**src/rtl/letc_core_pkg.sv**
```systemverilog
// Shared core types and helpers.
// Holds the M-extension multiply op encoding and multiplier latency.
package letc_core_pkg;

  typedef logic [31:0] word_t;

  typedef enum logic [1:0] {
    MUL    = 2'd0,
    MULH   = 2'd1,
    MULHSU = 2'd2,
    MULHU  = 2'd3
  } mul_op_e;

  localparam int MUL_LATENCY = 5;

  function automatic logic mul_rs1_signed(mul_op_e op);
    return (op == MULH) || (op == MULHSU);
  endfunction

  function automatic logic mul_rs2_signed(mul_op_e op);
    return op == MULH;
  endfunction

  // 0x80000000 maps onto itself, which is the right unsigned magnitude
  function automatic word_t mul_mag(word_t x, logic sgn);
    return (sgn && x[31]) ? word_t'(-x) : x;
  endfunction

endpackage

```
**src/rtl/letc_core_mul_ctrl.sv**
```systemverilog
// Execute-stage sequencer for MUL/MULH/MULHSU/MULHU around the
// pipelined unsigned 32x32->64 multiplier.
module letc_core_mul_ctrl
  import letc_core_pkg::*;
(
  input  logic           i_clk,
  input  logic           i_rst,
  input  logic           i_req_valid,
  output logic           o_req_ready,
  input  mul_op_e        i_req_op,
  input  word_t          i_rs1,
  input  word_t          i_rs2,
  output logic           o_rsp_valid,
  input  logic           i_rsp_ready,
  output word_t          o_rsp_result,
  input  logic           i_flush,
  output logic           o_mul_valid,
  output word_t [1:0]    o_mul_operands,
  input  logic           i_mul_valid,
  input  word_t          i_mul_result_upper,
  input  word_t          i_mul_result_lower,
  output logic           o_busy
);

  typedef enum logic [2:0] {
    IDLE,
    ISSUE,
    WAIT,
    RESP,
    DRAIN
  } state_e;

  state_e      state;
  state_e      state_n;
  logic [2:0]  quiet_cnt;
  word_t       mag1;
  word_t       mag2;
  word_t       result;
  logic        negate;
  logic        sel_upper;
  logic        quiet;
  logic        mul_done;
  logic        accept;
  logic [63:0] prod;
  word_t       prod_word;
  logic        s1;
  logic        s2;

  assign quiet    = quiet_cnt == 3'd0;
  // products arriving while quiet_cnt runs are leftovers from before reset
  assign mul_done = i_mul_valid & quiet;
  assign s1       = mul_rs1_signed(i_req_op);
  assign s2       = mul_rs2_signed(i_req_op);

  always_comb begin
    prod = {i_mul_result_upper, i_mul_result_lower};
    if (negate) begin
      prod = -prod;
    end
    prod_word = sel_upper ? prod[63:32] : prod[31:0];
  end

  always_comb begin
    state_n     = state;
    o_req_ready = 1'b0;
    o_mul_valid = 1'b0;
    o_rsp_valid = 1'b0;
    unique case (state)
      IDLE: begin
        o_req_ready = quiet & ~i_flush;
        if (i_req_valid & quiet & ~i_flush) begin
          state_n = ISSUE;
        end
      end
      ISSUE: begin
        o_mul_valid = ~i_flush;
        state_n     = i_flush ? IDLE : WAIT;
      end
      WAIT: begin
        if (i_flush) begin
          state_n = mul_done ? IDLE : DRAIN;
        end else if (mul_done) begin
          state_n = RESP;
        end
      end
      RESP: begin
        o_rsp_valid = 1'b1;
        if (i_flush | i_rsp_ready) begin
          state_n = IDLE;
        end
      end
      DRAIN: begin
        if (mul_done) begin
          state_n = IDLE;
        end
      end
      default: state_n = IDLE;
    endcase
    if (i_rst) begin
      o_req_ready = 1'b0;
      o_mul_valid = 1'b0;
      o_rsp_valid = 1'b0;
    end
  end

  assign accept         = i_req_valid & o_req_ready;
  assign o_rsp_result   = i_rst ? '0 : result;
  assign o_mul_operands = i_rst ? '0 : {mag2, mag1};
  assign o_busy         = ~i_rst & ((state != IDLE) | ~quiet);

  always_ff @(posedge i_clk) begin
    if (i_rst) begin
      state     <= IDLE;
      quiet_cnt <= 3'(MUL_LATENCY);
      mag1      <= '0;
      mag2      <= '0;
      result    <= '0;
      negate    <= 1'b0;
      sel_upper <= 1'b0;
    end else begin
      state <= state_n;
      if (!quiet) begin
        quiet_cnt <= quiet_cnt - 3'd1;
      end
      if (accept) begin
        mag1      <= mul_mag(i_rs1, s1);
        mag2      <= mul_mag(i_rs2, s2);
        negate    <= (s1 & i_rs1[31]) ^ (s2 & i_rs2[31]);
        sel_upper <= i_req_op != MUL;
      end
      if ((state == WAIT) && mul_done && !i_flush) begin
        result <= prod_word;
      end
    end
  end

`ifndef SYNTHESIS
  logic [MUL_LATENCY-1:0] issue_hist;
  logic                   hold_q;
  word_t                  result_q;

  always_ff @(posedge i_clk) begin
    if (i_rst) begin
      issue_hist <= '0;
      hold_q     <= 1'b0;
      result_q   <= '0;
    end else begin
      issue_hist <= {issue_hist[MUL_LATENCY-2:0], o_mul_valid};
      hold_q     <= o_rsp_valid & ~i_rsp_ready;
      result_q   <= o_rsp_result;
      if (issue_hist[MUL_LATENCY-1]) begin
        assert (i_mul_valid)
          else $error("multiplier result missing");
      end
      if (quiet && i_mul_valid) begin
        assert (issue_hist[MUL_LATENCY-1])
          else $error("multiplier result without issue");
      end
      if (quiet && ((state == IDLE) || (state == RESP))) begin
        assert (!i_mul_valid)
          else $error("multiplier result in idle/resp");
      end
      if (hold_q) begin
        assert (o_rsp_result == result_q)
          else $error("result changed under backpressure");
      end
    end
  end
`endif

endmodule
```
**config.mk**
```make
export PLATFORM = sky130hd
export DESIGN_NAME = letc_core_mul_ctrl
export DESIGN_NICKNAME = d
export VERILOG_FILES = /design/src/rtl/letc_core_pkg.sv /design/src/rtl/letc_core_mul_ctrl.sv
export SDC_FILE = /design/constraint.sdc
export NUM_CORES = 1
export LEC_CHECK = 0
export ABC_AREA = 0
export BUFFER_PORTS_ARGS = -buffer_cell sky130_fd_sc_hd__buf_2
export CAP_MARGIN = 10
export CELL_PAD_IN_SITES_DETAIL_PLACEMENT = 0
export CELL_PAD_IN_SITES_GLOBAL_PLACEMENT = 2
export CORE_MARGIN = 2
export CORE_UTILIZATION = 32
export CTS_BUF_LIST = sky130_fd_sc_hd__clkbuf_2
export DETAILED_ROUTE_END_ITERATION = 6
export GPL_TIMING_DRIVEN = 0
export PLACE_DENSITY = 0.95
export SLEW_MARGIN = 20
export SYNTH_ARGS = -nofsm -noshare
export SYNTH_HDL_FRONTEND = slang
export SYNTH_SLANG_ARGS = --single-unit
```
**constraint.sdc**
```tcl
create_clock -name i_clk -period 4.6 [get_ports i_clk]
set_clock_uncertainty 0.1 [all_clocks]
set_input_delay 0.46 -clock i_clk [delete_from_list [all_inputs] [get_ports i_clk]]
set_output_delay 0.46 -clock i_clk [all_outputs]
set_load 0.005 [all_outputs]
```
**Yosys cells after proc, flatten, opt, wreduce, memory -nomap -nowiden**

Index checks and enable logic that the tools add are counted.
W data, S select, Z words.

- Register bits after elaboration: 104
- Input port bits: 136

- Reduce and logical (&&, ||, !) cells: 11
- Eq/ne operators: 10
- Add/subtract/negate cells: 4
- Bitwise operators: 14
- Multiplexer cells: 20

Operators with widths:

| operator | count |
|---|---|
| $mux W32 | 4 |
| $mux W64 | 2 |
| $neg A32 Y32 | 2 |
| $neg A64 Y64 | 1 |
| $mux W3 | 6 |
| $pmux W3 S5 | 1 |
| $and A1 B1 Y1 | 8 |
| $eq A3 B2 Y1 const B | 2 |
| $logic_not A3 Y1 | 2 |
| $mux W1 | 6 |
| $ne A2 B2 Y1 const B | 3 |
| $logic_and A1 B1 Y1 | 4 |
| $reduce_and A4 Y1 | 1 |
| $eq A3 B1 Y1 const B | 1 |
| $eq A3 B3 Y1 const B | 1 |
| $ne A3 B3 Y1 const B | 1 |
| $not A1 Y1 | 3 |
| $reduce_bool A3 Y1 | 1 |
| $sub A3 B1 Y3 const B | 1 |
| $eq A2 B1 Y1 const B | 1 |
| $eq A2 B2 Y1 const B | 1 |
| $mux W2 | 1 |
| $or A1 B1 Y1 | 2 |
| $reduce_bool A2 Y1 | 1 |
| other kinds (3) | 3 |

**Longest topological paths before layout**

Gate-level depths: netlist (run 1).

- Word-level depth: 5
- Gate-level depth with buffers: 10
- Depth with buffers taken out: 8

**Worst setup path after synthesis (run 1)**

OpenSTA, ideal clock, no wires.

- Kind: in2reg
- From: in i_mul_result_lower[4]
- To: reg result[19]
- Setup time: 112 ps
- Path buffers: 2
- Slack: 1819 ps
- Arrival: 2569 ps
- Stages: 7
- Path through: or4_1 -> buf_2 -> or4_1 -> clkbuf_1 -> o41ai_1 -> xor2_1 -> a2111oi_1

- Longest elaborated chain between the ends: 3

RTL lines:

| what | line | RTL |
|---|---|---|
| from (decl) | letc_core_mul_ctrl.sv:21 | `input word_t i_mul_result_lower,` |
| $neg A64 Y64 | letc_core_mul_ctrl.sv:58 | `prod = -prod;` |
| $mux W64 | letc_core_mul_ctrl.sv:57 | `if (negate) begin` |
| $mux W32 | letc_core_mul_ctrl.sv:60 | `prod_word = sel_upper ? prod[63:32] : prod[31:0];` |
| to (signal assigned) | letc_core_mul_ctrl.sv:132 | `result <= prod_word;` |
| to (decl) | letc_core_mul_ctrl.sv:38 | `word_t result;` |

Every way passes these cells.
A chain may end at the register's enable or synchronous reset.

**Worst setup path in the final report (run 1)**

- From: in i_rst
- To: out o_rsp_valid

- Longest elaborated chain between the ends: 1

RTL lines:

| what | line | RTL |
|---|---|---|
| from (decl) | letc_core_mul_ctrl.sv:7 | `input logic i_rst,` |
| $mux W1 | letc_core_mul_ctrl.sv:99 | `if (i_rst) begin` |
| to (decl) | letc_core_mul_ctrl.sv:13 | `output logic o_rsp_valid,` |

Every way passes these cells.

==> results of run 1 <==
==> cell usage after synthesis, types with 5 or more instances <==
master	count	area, µm²
xnor2_1	54	473
or2_2	9	56.3
nor4_1	35	219
or4_1	27	203
ha_1	7	87.6
a21oi_1	50	250
nor2_1	72	270
nand2_1	93	349
nor3_1	36	180
clkbuf_1	54	203
o211ai_1	8	60.1
nand4_1	7	43.8
inv_1	19	71.3
a22oi_1	5	37.5
and3_1	6	37.5
o41ai_1	14	123
nand2b_1	9	56.3
o21ai_0	86	430
mux2_2	11	124
dfxtp_1	104	2080
a211oi_1	6	45.0
o31ai_1	26	195
nand3_1	11	55.1
a31oi_1	17	106
or3_1	28	175
mux2i_1	12	120
and2_1	5	31.3
xor2_1	38	333
nor2b_1	98	613
==> power by group <==
group | internal (mW) | leakage, nW | switching, mW
registers | 0.921 | 0.839 | 0.00499
clock network | 0.0841 | 0.0672 | 0.368
logic | 0.169 | 2.90 | 0.226
total | 1.17 | 3.80 | 0.599
==> critical path: cells and delay by family <==
kind | cells | cell delay, ns
buf+inv | 6 | 2.62
simple gates | 1 | 0.14
==> flip-flops by register name, summed over array words and instances (netlist names) <==
| signal | count |
|---|---|
| state | 3 |
| quiet_cnt | 3 |
| negate | 1 |
| mag1 | 32 |
| mag2 | 32 |
| result | 32 |
| sel_upper | 1 |
==> metal layers <==
metal | wire length (µm) | track usage [%] | vias up
li1 | - | - | 4308
met2 | 14600 | 40.8 | 394
met4 | 1040 | 8.19 | 0
met1 | 13300 | 30.7 | 4188
met5 | 0 | 0 | -
met3 | 2830 | 6.86 | 70
==> cell families (layout without fill, tap and decap cells) <==
group / count (synthesis) / after routing / synth area share [%]
buf+inv: 81 / 394 / 4.10
mux: 23 / 23 / 3.19
fa+ha+maj: 7 / 7 / 1.14
xor+xnor: 92 / 92 / 10.5
simple gates: 464 / 464 / 33.7
compound gates: 245 / 245 / 20.1
flops: 104 / 104 / 27.2
other cells: 0 / 1 / 0
==> per-stage QoR <==
step | util (%) | setup WS, ns | total power, mW
after floorplan | - | 1.82 | 1.11
after global placement | 39.3 | 0.666 | 1.29
after detailed placement | 39.3 | 0.702 | 1.29
after CTS | 42.3 | 0.703 | 1.78
final | 42.5 | 0.801 | 1.77
after global routing | 42.5 | 0.572 | 1.86
==> final timing paths <==
kind,to,slack [ns],depth (start not counted)
worst max register to register,result[5],1.59,7
worst min register to register,result[25],0.39,2
worst min-delay path,result[20],0.04,4
worst max-delay path,o_rsp_valid,0.80,7
==> final cells by class <==
type | instances | area (µm²)
plain buffers | 61 | 239
inverters | 20 | 75.1
clock buffers | 9 | 45.0
well taps | 319 | 399
flip-flops and latches | 104 | 2080
repair buffers | 297 | 1800
fillers | 2515 | 13500
diodes | 1 | 2.50
multi-input cells | 831 | 5260
clock inverters | 7 | 66.3
==> repair_timing <==
item,4_1_cts,5_1_grt
hold endpoints to repair,60,4
hold buffers,59,4
gates resized for setup,0,0
==> reports/results.tsv, run 1 <==
stage	metric	value	unit
grt	track_usage	24.6	%
logic_synthesis	synthCells	1016	
outcome	status	completed	
worst_setup_path	cp-end-kind	primary output	
logic_synthesis	synth_edf_count	0	
logic_synthesis	synth_top_flop_cell	dfxtp_1	
timing	maxSlewHeadroom	45.0	%
worst_setup_path	cp_data_required_time	4.04	ns
clocking	clock-sinks	104	
clocking	clock_tree.root_cell	clkbuf_2	
logic_synthesis	ys_types	69	
cells_and_area	final_common_cell	buf_2	
worst_setup_path	cp_slowest_cell	clkbuf_1	
clocking	clock_latency	0.63	ns
worst_setup_path	arrival	3.24	ns
clocking	h-tree-depth	3	
place	io_buffer_count	234	
timing	tightest_slew	0.825	ns
timing	setup_tns	0	ns
logic_synthesis	synth_area	0.00765	mm²
logic_synthesis	synth_seq_cells	104	
timing	finalHoldViolations	0	
worst_setup_path	startpoint	i_rst	
timing	min_period_over_period	82.6	%
drt	drc	0	
floorplanning	die-area	0.0252	mm²
grt	grt_pass1_vias	8579	
drt	drt_first_pass_iters	7	
drt	antenna_left	0	
cells_and_area	num-nets-final	1467	
grt	grt_pass1_wl	47.3	mm
grt	grt_start_max_net_pins	20	
logic_synthesis	yosysWarnings	0	
logic_synthesis	syn_avg_cell_area	7.53	µm²
timing	final_max_slew_viol_count	0	
drt	drt_iter0_markers	513	
worst_hold_path	hp-start	i_mul_result_lower[20]	
worst_setup_path	slowest_delay	0.69	ns
worst_hold_path	hp-class	in2reg	
worst_setup_path	cp_max_fo	10	
place	dp_cells	1569	
floorplanning	start_util	32.6	%
pwr	ir_worst_vdd	121	µV
logic_synthesis	synthArstFlopShare	0	%
clocking	cts_buffers	9	
timing	whs	0.0363	ns
worst_setup_path	reg2reg_from	state[2]	
cells_and_area	fin_area	0.00997	mm²
grt	gr-total-overflow	0	
floorplanning	rows	56	
flow_run	drv_cap	0	
clocking	cts_tree	yes	
worst_setup_path	cp_common_cell	clkbuf_1	
drt	dr_total_vias	8960	
clocking	cts_setup_buffers	0	
worst_setup_path	cp_cell_sequence	buf_2, clkbuf_1, clkbuf_1, clkbuf_1, buf_1, nor3_1, buf_2	
timing	timing.fmax	263	MHz
clocking	cts_buffer_depth	2	
timing	setup_viol	0	
floorplanning	fp.dieH	159	µm
cells_and_area	drive_gt1_share	21.4	%
cells_and_area	final_cells	1649	
drt	wirelength	31.8	mm
floorplanning	io_pins	236	
logic_synthesis	synth_nets	1159	
pwr	power.leakage	3.80	nW
place	dp_hpwl	24.6	mm
floorplanning	die_w	159	µm
pwr	powerDensity	178	mW/mm²
cells_and_area	mostFrequentLayoutCells	236 x buf_2, 104 x dfxtp_1, 98 x nor2b_1	
place	place_congestion	0.946	
logic_synthesis	yosysSeqAreaShare	27.2	%
cells_and_area	area.growth.synth_to_final	30.3	%
place	dpl-instance-area	0.00922	mm²
worst_setup_path	critPathKind	in2out	
drt	avgViaCountPerCell	5.43	
worst_setup_path	cp-start-kind	primary input	
grt	antenna_found_initial	1	
clocking	clkTransAtPathRegs	0.35	ns
floorplanning	core_region_area	0.0235	mm²
timing	min_period	3.80	ns
timing	rsz0062_at_grt	false	
drt	wire_per_inst	19.3	µm
Power figures use the tool's default switching activity.
==> run 2, diff against run 1 <==
CORE_UTILIZATION = 29   (was 32)
PLACE_DENSITY = 0.91   (was 0.95)
clock period = 3.66 ns   (was 4.6 ns; I/O delays follow)
==> run 2 against run 1 <==
Design area rose by 7.5%. Via count rose by 3.5%. First-iteration DRC count rose by 55%. Clock power rose by 34%. Routed wire length rose by 7.1%. Sequential power rose by 25%. Cell count rose by 5.4%. Non-clock buffer count rose by 73. Utilization fell by 1.2 points. Register-to-register slack got worse by 1.4 ns. Critical path depth rose by 3. Die area rose by 10%.
==> reports/results.tsv, run 2 (synthesis gave the netlist of run 1 again) <==
stage	metric	value	unit	change
clocking	h-tree-depth	3		unchanged
clocking	cts_tree	yes		
place	dp_hpwl	25.5	mm	+3.9%
floorplanning	die-area	0.0277	mm²	+10%
clocking	clock_latency	0.64	ns	about the same
cells_and_area	largest_registers	mag1 (32), mag2 (32), result (32)		
drt	drt_first_pass_iters	5		-2
outcome	status	completed		
cells_and_area	drive_gt1_share	20.9	%	-0.47 points
timing	min_period_over_period	97.9	%	
place	io_buffer_count	234		unchanged
worst_setup_path	critPathKind	in2reg		
drt	wire_per_inst	19.6	µm	+1.6%
floorplanning	start_util	29.4	%	-3.2 points
pwr	power.leakage	4.14	nW	+8.9%
timing	setup_slack	0.0755	ns	-0.725 ns
place	dpl_worst_slack	-0.188	ns	-0.890 ns
place	place_congestion	0.941		-0.57%
clocking	clock_tree.root_cell	clkbuf_2		
grt	antenna_found_initial	2		+1
drt	antenna_left	0		unchanged
worst_setup_path	cp-start-kind	primary input		
worst_setup_path	cp_max_fo	10		unchanged
grt	track_usage	23.8	%	-0.84 points
pwr	ir_worst_vdd	155	µV	+28%
drt	met2WireLength	15.9	mm	+8.9%
timing	rsz0062_at_grt	false		
cells_and_area	mostFrequentLayoutCells	236 x buf_2, 130 x dlygate4sd3_1, 104 x dfxtp_1		
drt	wl_met1	14.4	mm	+7.7%
floorplanning	fp.dieH	166	µm	+4.9%
cells_and_area	area.growth.synth_to_final	40.1	%	
timing	setup_viol	0		unchanged
grt	gr-total-overflow	0		unchanged
drt	drc	0		unchanged
timing	finalHoldViolations	0		unchanged
pwr	powerDensity	216	mW/mm²	+22%
worst_setup_path	reg2reg_from	quiet_cnt[0]		
drt	drt_iter0_markers	795		+55%
timing	min_period	3.58	ns	
floorplanning	rows	59		+5.4%
worst_hold_path	hp-start	i_mul_result_upper[20]		
worst_setup_path	startpoint	i_mul_result_lower[5]		
grt	grt_pass1_wl	52.0	mm	+9.8%
timing	whs	0.0492	ns	+0.0128 ns
timing	maxSlewHeadroom	41.7	%	-3.3 points
drt	dr.max_layer_used	met5		
grt	grt_start_max_net_pins	21		+5.0%
cells_and_area	fill_cells	2767		+10%
timing	final_max_slew_viol_count	0		unchanged
clocking	cts_buffers	9		unchanged
floorplanning	core_region_area	0.0260	mm²	+11%
cells_and_area	num-nets-final	1540		+5.0%
drt	avgViaCountPerCell	5.33		-1.8%
clocking	clock-sinks	104		unchanged
drt	wl_met3	2.81	mm	-0.81%
cells_and_area	final_common_cell	buf_2		
drt	wirelength	34.1	mm	+7.1%
floorplanning	io_pins	236		unchanged
floorplanning	die_w	166	µm	+4.9%
drt	dr_total_vias	9271		+3.5%
clocking	cts_buffer_depth	2		unchanged
flow_run	drv_cap	0		unchanged
worst_setup_path	arrival	4.11	ns	+0.87 ns
clocking	clkTransAtPathRegs	0.36	ns	about the same
worst_setup_path	cp_data_required_time	4.19	ns	+0.15 ns
pwr	power	2.32	mW	+31%
worst_hold_path	hp-class	in2reg		
timing	tightest_slew	0.874	ns	+0.0494 ns
timing	setup_tns	0	ns	unchanged
grt	grt_pass1_vias	9067		+5.7%
timing	timing.fmax	279	MHz	
worst_setup_path	cp-end-kind	flip-flop		
[run 2: cell types whose count changed in the layout (fill, tap and decap cells not counted), sizes merged]
cell	delta
clkinvlp	-1
buf	+7
clkbuf	-1
dlygate4sd3	+67
inv	+1
[run 2: final cells by class]
class / instances / area [µm²] / area share, %
Multi-Input combinational cell: 831 / 5260 / 49.1
Timing Repair Buffer: 371 / 2520 / 23.5
Sequential cell: 104 / 2080 / 19.4
Tap cell: 335 / 419 / 3.91
Buffer: 60 / 238 / 2.22
Clock inverter: 7 / 75.1 / 0.700
Inverter: 20 / 75.1 / 0.700
Clock buffer: 9 / 45.0 / 0.420
Antenna cell: 1 / 2.50 / 0.0233
[run 2: final timing paths]
kind	to	slack, ns	depth (start not counted)
max	result[10]	0.08	10
min	result[20]	0.05	5
max reg2reg	result[17]	0.17	9
min reg2reg	quiet_cnt[2]	0.42	1
[run 2: report_power, final]
| part | internal [mW] | switching (mW) |
|---|---|---|
| combinational | 0.256 | 0.296 |
| sequential | 1.16 | 0.00637 |
| clock | 0.115 | 0.489 |
| total | 1.53 | 0.792 |
[run 2: timing repair]
action	CTS	global route
hold endpoints to repair	95	0
setup buffers	0	7
gates resized for setup	1	2
pin swaps	0	2
hold buffers	130	0
endpoints found under the setup margin	2	5
[run 2: per-stage QoR]
step / instances / utilization (%) / cell area (µm²)
floorplan: 1016 / - / 7650
global placement: 1585 / 35.6 / 9240
detailed placement: 1585 / 35.6 / 9250
CTS: 1731 / 41.1 / 10700
global route: 1738 / 41.3 / 10700
finish: 1738 / 41.3 / 10700
[run 2: metal layers]
metal,track usage (%),vias up
met3,5.68,65
li1,-,4456
met2,40.2,390
met5,0,-
met1,29.6,4358
met4,8.10,2
[run 2: worst max-delay path: stages]
cell	delay, ns
dlygate4sd3_1	0.54
buf_2	0.13
or4_1	0.48
buf_2	0.19
nor4_1	0.70
nand3_1	0.39
nor4_1	0.41
mux2i_1	0.23
a21oi_1	0.08
dlygate4sd3_1	0.58
==> run 3, diff against run 2 <==
ABC_AREA = 1   (was 0)
CORE_UTILIZATION = 27   (was 29)
PLACE_DENSITY = 0.92   (was 0.91)
==> run 3 against run 2 <==
First-iteration DRC count is 4.9% higher. Combinational power rose by 37%. Sequential power is 3% higher. Routed wire length is 17% higher. Cell count is 36% higher. Critical path type is now reg2reg. Highest routed layer is now met4. Largest power group unchanged.
==> reports/results.tsv, run 3 <==
stage	metric	value	unit	change
outcome	status	completed		
worst_setup_path	cp_data_required_time	4.21	ns	+0.02 ns
logic_synthesis	synth_top_cell_area_share	23.7	%	-3.5 points
logic_synthesis	synthArstFlopShare	0	%	unchanged
cells_and_area	largest_registers	mag1 (32), mag2 (32), result (32)		
drt	drc	0		unchanged
clocking	cts_buffers	9		unchanged
timing	tightest_slew	0.833	ns	-0.0415 ns
timing	maxSlewHeadroom	44.5	%	+2.8 points
drt	wirelength	39.9	mm	+17%
logic_synthesis	yosysSeqAreaShare	23.7	%	-3.5 points
cells_and_area	mostFrequentLayoutCells	354 x nand2_1, 293 x nor2_1, 252 x buf_2		
drt	antenna_left	0		unchanged
worst_setup_path	cp_max_fo	10		unchanged
clocking	clock_tree.root_cell	clkbuf_2		
drt	drt_iter0_markers	834		+4.9%
worst_setup_path	arrival	3.39	ns	-0.72 ns
cells_and_area	drive_gt1_share	16.6	%	-4.3 points
worst_hold_path	hp-class	in2reg		
grt	track_usage	23.1	%	-0.72 points
clocking	clock-sinks	104		unchanged
floorplanning	fp.dieH	184	µm	+11%
pwr	power	2.62	mW	+13%
worst_setup_path	cp-end-kind	flip-flop		
place	place_congestion	0.957		+1.7%
logic_synthesis	synth_top_flop_cell	dfxtp_1		
logic_synthesis	syn_avg_cell_area	5.59	µm²	-26%
clocking	h-tree-depth	3		unchanged
floorplanning	start_util	27.2	%	-2.2 points
timing	setup_viol	0		unchanged
logic_synthesis	synth_edf_count	0		unchanged
worst_setup_path	critPathKind	reg2reg		
drt	avgViaCountPerCell	4.74		-11%
pwr	powerDensity	226	mW/mm²	+4.2%
timing	finalHoldViolations	0		unchanged
floorplanning	io_pins	236		unchanged
floorplanning	core_region_area	0.0323	mm²	+24%
logic_synthesis	synthCells	1572		+55%
timing	min_period	2.83	ns	-0.751 ns
floorplanning	die_w	184	µm	+11%
floorplanning	rows	66		+12%
timing	setup_tns	0	ns	unchanged
cells_and_area	area.growth.synth_to_final	32.5	%	
timing	rsz0062_at_grt	false		
place	dp_hpwl	32.0	mm	+25%
logic_synthesis	ys_types	44		-36%
cells_and_area	final_common_cell	nand2_1		
worst_setup_path	cp-start-kind	flip-flop		
clocking	cts_tree	yes		
logic_synthesis	synth_largest_area_cell	dfxtp_1		
clocking	clock_latency	0.66	ns	+0.02 ns
pwr	power.leakage	5.55	nW	+34%
grt	grt_start_max_net_pins	21		unchanged
floorplanning	die-area	0.0340	mm²	+23%
grt	gr-total-overflow	0		unchanged
timing	min_period_over_period	77.4	%	-21 points
logic_synthesis	synth_area	0.00878	mm²	+15%
place	io_buffer_count	235		+0.43%
cells_and_area	num-nets-final	2059		+34%
grt	antenna_found_initial	1		-1
grt	grt_pass1_vias	10600		+17%
drt	drt_first_pass_iters	6		+1
logic_synthesis	synth_seq_cells	104		unchanged
timing	final_max_slew_viol_count	0		unchanged
logic_synthesis	yosysMostFrequentCell	nand2_1		
flow_run	drv_cap	0		unchanged
grt	grt_pass1_wl	59.3	mm	+14%
clocking	cts_buffer_depth	2		unchanged
timing	timing.fmax	353	MHz	+27%
logic_synthesis	yosys-top-cells-area	dfxtp_1 24%, nand2_1 15%, nor2_1 13%		
logic_synthesis	yosysWarnings	0		unchanged
drt	wire_per_inst	16.9	µm	-14%
drt	dr_total_vias	11200		+21%
logic_synthesis	synthTopCellsByCount	354 x nand2_1, 293 x nor2_1, 239 x inv_1, 128 x nand3_1, 119 x o21ai_0		
pwr	ir_worst_vdd	126	µV	-18%
clocking	clkTransAtPathRegs	0.39	ns	+0.03 ns
logic_synthesis	synth_nets	1715		+48%
==> run 3: changes by cell type after synthesis, moves of 45 or more <==
cell     change
nand2_1    +261
nor2_1     +221
inv_1      +220
nand3_1    +117
nor2b_1     -98
xnor2_1     -45
==> run 3: layout make-up <==
class                   instances  area [µm²]
diodes                          1        2.50
plain buffers                  58         270
clock buffers                   9        45.0
clock inverters                 7        92.6
fillers                      3633       20700
inverters                     246         925
multi-input cells            1164        5510
flip-flops and latches        104        2080
well taps                     442         553
repair buffers                333        2160
==> run 3: where the power goes <==
group | internal [mW] | total (mW) | leakage [nW] | switching, mW
combinational | 0.298 | 0.759 | 4.63 | 0.461
sequential | 1.18 | 1.20 | 0.839 | 0.0202
clock | 0.181 | 0.664 | 0.0822 | 0.483
total | 1.66 | 2.62 | 5.55 | 0.965
==> run 3: path summary, 6_finish.rpt <==
path / depth (start not counted) / slack, ns / endpoint / start
worst max register to register: 11 / 0.83 / result[22] / quiet_cnt[0]
worst max-delay path: 11 / 0.83 / result[22] / quiet_cnt[0]
worst min-delay path: 4 / 0.05 / state[0] / i_rsp_ready
worst min register to register: 2 / 0.39 / mag2[30] / mag2[30]
==> run 3: per-stage QoR <==
| step | setup slack [ns] | instance area (µm²) | util, % | hold slack, ns | instances |
|---|---|---|---|---|---|
| after global routing | 0.540 | 11600 | 36.0 | 0.00473 | 2364 |
| after detailed placement | 0.889 | 10500 | 32.6 | 0.358 | 2249 |
| after global placement | 0.861 | 10500 | 32.6 | 0.353 | 2249 |
| final | 0.827 | 11600 | 36.0 | 0.0475 | 2364 |
| after CTS | 0.838 | 11600 | 36.0 | 0.000817 | 2362 |
| after floorplan | 1.90 | 8780 | - | 0.345 | 1572 |
==> run 3: what timing repair did <==
item,CTS,global route
endpoints found under the hold margin,88,1
setup buffers,0,0
hold buffers,97,1
resized for setup,0,0
==> run 3: cells by family (layout without fill, tap and decap cells) <==
kind of cell	count (synthesis)	count (layout)	share of synthesized area, %
flip-flops	104	104	23.7
adder cells (fa/ha/maj)	7	7	0.997
buffers and inverters	304	653	13.6
AO/OA/AOI/OAI	249	249	15.4
AND/OR/NAND/NOR	862	862	41.7
XOR/XNOR	46	46	4.59
other	0	1	0
==> run 3: worst max-delay path, cell delays in order, from the launching register on <==
cell           delay, ns
dfxtp_1             0.37
inv_1               0.10
ha_1                0.15
nand2_1             0.11
inv_2               0.12
nand2_1             0.12
nor2_2              0.28
inv_1               0.19
buf_2               0.26
a21oi_1             0.32
a21oi_1             0.11
dlygate4sd3_1       0.58
==> run 3: routing by layer <==
layer  track usage (%)  routed length [µm]
met5                 0                   0
met4              9.44                1460
met3              4.17                2860
met2              38.6               18300
met1              29.1               17200
